$ cat src/rtl/bcd_pkg.sv
// Shared BCD constants and FSM state encoding, used by both the BCD-to-binary
// and the binary-to-BCD converters.
package bcd_pkg;

  // Width of one packed BCD digit
  localparam int BCD_DIGIT_W = 4;

  // Largest legal decimal digit; anything above this is a coding error
  localparam logic [BCD_DIGIT_W-1:0] BCD_MAX_DIGIT = 4'd9;

  // Reverse double dabble: a digit at or above 8 after a right shift
  // carried in a half-ten and must be corrected by subtracting 3
  localparam logic [BCD_DIGIT_W-1:0] ADJ_THRESH = 4'd8;
  localparam logic [BCD_DIGIT_W-1:0] ADJ_SUB    = 4'd3;

  // Sequential converter states
  typedef enum logic [1:0] {
    ST_IDLE  = 2'd0,
    ST_SHIFT = 2'd1,
    ST_DONE  = 2'd2
  } state_t;

endpackage

$ cat src/rtl/bcd_digit_rshift_adj.sv
// Per-digit correction step of reverse double dabble: after the whole work
// register has been shifted right, a digit of 8 or more is reduced by 3.
module bcd_digit_rshift_adj
  import bcd_pkg::*;
(
  input  logic [BCD_DIGIT_W-1:0] digit_i,
  output logic [BCD_DIGIT_W-1:0] digit_o
);

  // Subtract 3 from digits that reached the threshold, pass others through
  always_comb begin
    digit_o = (digit_i >= ADJ_THRESH) ? (digit_i - ADJ_SUB) : digit_i;
  end

endmodule

$ cat src/rtl/bcd_to_binary_seq.sv
// Sequential packed-BCD to unsigned binary converter. One right shift per
// clock with a start/done handshake; digits above 9 flag err and force bin=0.
module bcd_to_binary_seq
  import bcd_pkg::*;
#(
  parameter int DIGITS = 3,
  parameter int BIN_W  = 10
) (
  input  logic                          clk,
  input  logic                          rst,
  input  logic                          start,
  input  logic [BCD_DIGIT_W*DIGITS-1:0] bcd,
  output logic [BIN_W-1:0]              bin,
  output logic                          busy,
  output logic                          done,
  output logic                          err
);

  localparam int BCD_W = BCD_DIGIT_W * DIGITS;
  localparam int CNT_W = (BIN_W > 1) ? $clog2(BIN_W) : 1;
  localparam logic [CNT_W-1:0] LAST_CNT = CNT_W'(BIN_W - 1);

  // The result register must hold the largest decimal value the digits allow
  if (10**DIGITS - 1 >= 2**BIN_W) begin : gBadWidth
    $error("bcd_to_binary_seq: BIN_W=%0d too narrow for DIGITS=%0d", BIN_W, DIGITS);
  end

  state_t              state_q, state_d;
  logic [CNT_W-1:0]    cnt_q, cnt_d;
  logic [BCD_W-1:0]    work_q, work_d;
  logic [BIN_W-1:0]    result_q, result_d;
  logic                errPend_q, errPend_d;
  logic [BIN_W-1:0]    bin_q, bin_d;
  logic                err_q, err_d;

  logic                accept;
  logic                anyBadDigit;
  logic [BCD_W+BIN_W-1:0] shiftAll;
  logic [BCD_W-1:0]    shiftWork;
  logic [BIN_W-1:0]    shiftResult;
  logic [BCD_W-1:0]    adjWork;

  // A new request is only taken while not shifting
  assign accept = start && ((state_q == ST_IDLE) || (state_q == ST_DONE));

  // The work register's LSB falls into the result register's MSB
  assign shiftAll    = {work_q, result_q} >> 1;
  assign shiftWork   = shiftAll[BCD_W+BIN_W-1:BIN_W];
  assign shiftResult = shiftAll[BIN_W-1:0];

  for (genvar g = 0; g < DIGITS; g++) begin : gAdj
    bcd_digit_rshift_adj uAdj (
      .digit_i (shiftWork[g*BCD_DIGIT_W +: BCD_DIGIT_W]),
      .digit_o (adjWork[g*BCD_DIGIT_W +: BCD_DIGIT_W])
    );
  end

  // Flag any non-decimal digit on the incoming word
  always_comb begin
    anyBadDigit = 1'b0;
    for (int i = 0; i < DIGITS; i++) begin
      if (bcd[i*BCD_DIGIT_W +: BCD_DIGIT_W] > BCD_MAX_DIGIT) begin
        anyBadDigit = 1'b1;
      end
    end
  end

  // State register; reset abandons any conversion in flight
  always_ff @(posedge clk or posedge rst) begin
    if (rst) begin
      state_q <= ST_IDLE;
    end else begin
      state_q <= state_d;
    end
  end

  // Next state: shift for BIN_W cycles, one DONE cycle, restart straight from DONE
  always_comb begin
    state_d = state_q;
    unique case (state_q)
      ST_IDLE:  if (start) state_d = ST_SHIFT;
      ST_SHIFT: if (cnt_q == LAST_CNT) state_d = ST_DONE;
      ST_DONE:  state_d = start ? ST_SHIFT : ST_IDLE;
      default:  state_d = ST_IDLE;
    endcase
  end

  // Handshake outputs decoded from state; busy and done are mutually exclusive
  always_comb begin
    busy = (state_q == ST_SHIFT);
    done = (state_q == ST_DONE);
  end

  // Datapath next state: capture on accept, shift/adjust while shifting, and
  // load the visible result on the final step so it is valid alongside done
  always_comb begin
    work_d    = work_q;
    result_d  = result_q;
    cnt_d     = cnt_q;
    errPend_d = errPend_q;
    bin_d     = bin_q;
    err_d     = err_q;
    if (accept) begin
      work_d    = bcd;
      result_d  = '0;
      cnt_d     = '0;
      errPend_d = anyBadDigit;
    end else if (state_q == ST_SHIFT) begin
      work_d   = adjWork;
      result_d = shiftResult;
      cnt_d    = cnt_q + 1'b1;
      if (cnt_q == LAST_CNT) begin
        bin_d = errPend_q ? '0 : shiftResult;
        err_d = errPend_q;
      end
    end
  end

  // Datapath registers, all cleared by reset
  always_ff @(posedge clk or posedge rst) begin
    if (rst) begin
      cnt_q     <= '0;
      work_q    <= '0;
      result_q  <= '0;
      errPend_q <= 1'b0;
      bin_q     <= '0;
      err_q     <= 1'b0;
    end else begin
      cnt_q     <= cnt_d;
      work_q    <= work_d;
      result_q  <= result_d;
      errPend_q <= errPend_d;
      bin_q     <= bin_d;
      err_q     <= err_d;
    end
  end

  assign bin = bin_q;
  assign err = err_q;

endmodule

$ cat config.mk
export PLATFORM = sky130hd
export DESIGN_NAME = bcd_to_binary_seq
export DESIGN_NICKNAME = d
export VERILOG_FILES = /design/src/rtl/bcd_pkg.sv /design/src/rtl/bcd_digit_rshift_adj.sv /design/src/rtl/bcd_to_binary_seq.sv
export SDC_FILE = /design/constraint.sdc
export NUM_CORES = 1
export LEC_CHECK = 0
export BUFFER_PORTS_ARGS = -buffer_cell sky130_fd_sc_hd__buf_2
export CAP_MARGIN = 40
export CORE_MARGIN = 3
export CORE_UTILIZATION = 30
export CTS_BUF_LIST = sky130_fd_sc_hd__clkbuf_4 sky130_fd_sc_hd__clkbuf_8
export CTS_CLUSTER_DIAMETER = 100
export CTS_CLUSTER_SIZE = 30
export DETAILED_ROUTE_END_ITERATION = 8
export SYNTH_ARGS = -nofsm -noshare
export SYNTH_HDL_FRONTEND = slang
export SYNTH_SLANG_ARGS = --single-unit
export TNS_END_PERCENT = 10
$ cat constraint.sdc
create_clock -name clk -period 1.6 [get_ports clk]
set_input_delay 0.24 -clock clk [delete_from_list [all_inputs] [get_ports clk]]
set_output_delay 0.24 -clock clk [all_outputs]
set_load 0.01 [all_outputs]
==> qor.txt <==
top_reg_cell synth - dfrtp_1
top cell type's share of synthesized area - 0.5335
TritonCTS clock tree - yes
Power Total - 4.159 mW
Worst-Margin Slew - 0.4974 ns
H-tree Lvls - 2
critical path capture point type - flip-flop
cell internal pwr - 2.711 mW
Die Ht - 84.09 µm
DRC viols - 0
clock share of power - 0.202
Syn Nets - 174
max-cap violation count - 0
clk_skew - 0.007759 ns
unrepaired setup endpoints after global routing - true
Post-Syn Area - 1829 µm²
LEAKAGE - 1.040 nW
clk_lat worst skew - 0.29 ns
count leader, synth - dfrtp_1
largest net degree at the start of global routing - 40
final WL - 3678 µm
Post-layout nets - 203
WL/cell - 14.42 µm
Syn Area/Cell - 11.96 µm²
setup ws final - 0.08075 ns
Detail Route Antenna Nets - 0
via count - 1243
CP Launch Type - flip-flop
Rel. slew slack - 0.6684
Antenna Cells - 0
kind of critical path - flip-flop to flip-flop
clk root buf - clkbuf_8
commonest cells in the netlist - dfrtp_1 (39), nor2b_1 (14), a22o_1 (10)
Synth Area in Compound Gates - 0.1306
initial antenna violation count - 0
post-synthesis mux area share - 0.1026
Max Buffers Root-to-Sink - 2
synth top area cells - dfrtp_1 (53%), mux2_4 (7.4%), a22o_1 (4.8%)
Post-synth EDFFs - 0
multi-input gate area in the final layout - 773.2 µm²
crit path DAT - 1.70 ns
First-pass DRT Iterations - 4
gr usage total - 0.1136
post-synthesis sequential area ratio - 0.5335
Max Slew Vio Count - 0
part of the cycle the worst path needs - 0.9495
Worst Path Required - 1.78 ns
outcome - complete, no violations
CTS buffer count - 5
Remaining Overflow, GRT - 0
clk slew on worst S/H paths - 0.08 ns
Adder-Cell Fraction of Synth Area - 0.04104
worst-path fanout max - 12
Max Fclk - 658.2 MHz
GPL Wtd Cong - 0.7649
post-synth top area cell - dfrtp_1
fin crit period - 1.519 ns
Yosys cell types - 31
num rows - 27
FILL cells - 563
Clock Sinks - 39
Final Hold Viols - 0
die area - 7070 µm²
Core Area - 5709 µm²
Seq pwr share - 0.428
Combinational Power Share - 0.369
Post-DP HPWL - 2496 µm
number of global-route vias before repair - 1272
switching power - 1.448 mW
Ports - 28
Worst IR Drop VDD - 0.6716 mV
final setup violation count - 0
Synth warnings - 0
Via density - 4.875
Power Dens Cells - 1927 nW/µm²
simple-gate area share of the yosys netlist - 0.1218
pre-CTS setup slack - 0.08720 ns
Async SR Flop Fraction - 1.000
initial core utilization - 0.3204
XOR/XNOR Fraction of Synth Area - 0.02394
synthesis-to-finish area growth - 17.99%
DRT iter0 DRCs - 81
cell count after synthesis - 153
Switching Share - 0.3481
synthesized flop and latch total - 39
fraction of layout cells with a size suffix above 1 - 0.2896
chip width - 84.09 µm
type of the worst min-delay path - primary input to async pin
largest family of logic cells by synthesized area - compound AO/OA/AOI/OAI gates
Min Hold Slack - 0.04762 ns
# port buffers - 27
first-pass GRT wire length - 6361 µm
FF+latch area - 975.9 µm²
-- cells in the final DEF (no fill, tap or decap), types with 2 or more instances in the layout --
master and instances:
ha_1 6, clkbuf_8 6, nor2b_1 14, nand2_1 8, o211ai_1 2, a22oi_1 3
mux2i_1 3, inv_1 6, a22o_1 10, nor2_1 5, dfrtp_1 39, xnor2_1 4
nand4_1 2, nand3_1 6, mux2_4 9, mux2_2 2, buf_4 3, a221o_1 4
buf_2 27, nand2b_1 2, a31oi_1 2, o21ai_0 9
-- layer usage --
layer	wire, µm	global-route usage
met1	1869	0.1607
met2	1627	0.1643
met3	124	0.02764
met4	56	0.04825
met5	0	0
-- cell type report --
cell class | instances | area share
clock inverter | 2 | 0.01623
timing repair buffer | 31 | 0.08000
multi-input combinational | 98 | 0.3583
tap | 72 | 0.04174
inverter | 7 | 0.01333
clock buffer | 6 | 0.03826
sequential | 39 | 0.4522
-- final timing paths --
| path | slack (ns) | end | startpoint | cells past startpoint |
|---|---|---|---|---|
| max in group asynchronous | 1.19 | cnt_q[2] | rst | 3 |
| setup reg to reg | 0.08 | bin[7] | cnt_q[1] | 5 |
| hold / removal | 0.05 | bin[4] | rst | 3 |
| min in group clk | 0.17 | work_q[3] | bcd[3] | 3 |
| hold reg to reg | 0.50 | result_q[1] | result_q[1] | 1 |
| setup / recovery | 0.08 | bin[7] | cnt_q[1] | 5 |
-- sequential cells by signal, indices dropped and copies added, names as in the netlist --
| signal | cells |
|---|---|
| errPend_q | 1 |
| state_q | 2 |
| work_q | 12 |
| err | 1 |
| bin | 10 |
| result_q | 9 |
| cnt_q | 4 |
-- through the flow --
stage,setup TNS [ns],instance area (µm²),cells,util
4_1_cts,0,2146,255,0.3758
2_1_floorplan,0,1829,153,-
3_3_place_gp,0,2028,247,0.3552
5_1_grt,-0.001226,2158,255,0.3780
6_report,0,2158,255,0.3780
3_5_place_dp,0,2028,247,0.3552
-- repair_timing --
| action | 4_1_cts | 5_1_grt |
|---|---|---|
| hold buffers | 0 | 0 |
| gates resized for setup | 0 | 3 |
| endpoints found under the setup margin | 0 | 7 |
| setup buffers | 0 | 0 |
-- cell families after synthesis --
kind of cell	count (synthesis)
compound gates	32
xor+xnor	5
fa+ha+maj	6
buf+inv	16
flops	39
mux	14
simple gates	41
-- worst max-delay path, stage by stage, from the launching register on --
cell	delay (ns)
dfrtp_1	0.41
inv_1	0.07
ha_1	0.12
and3b_1	0.16
and2_4	0.29
mux2_2	0.36
-- power by group through the flow --
stage	logic [mW]	clock network [mW]	registers (mW)
6_report	1.54	0.841	1.78
5_1_grt	1.74	0.898	1.86
4_1_cts	1.53	0.861	1.78
3_5_place_dp	1.52	0	1.80
3_3_place_gp	1.46	0	1.80
2_1_floorplan	1.17	0	1.72
Power figures use the tool's default switching activity.
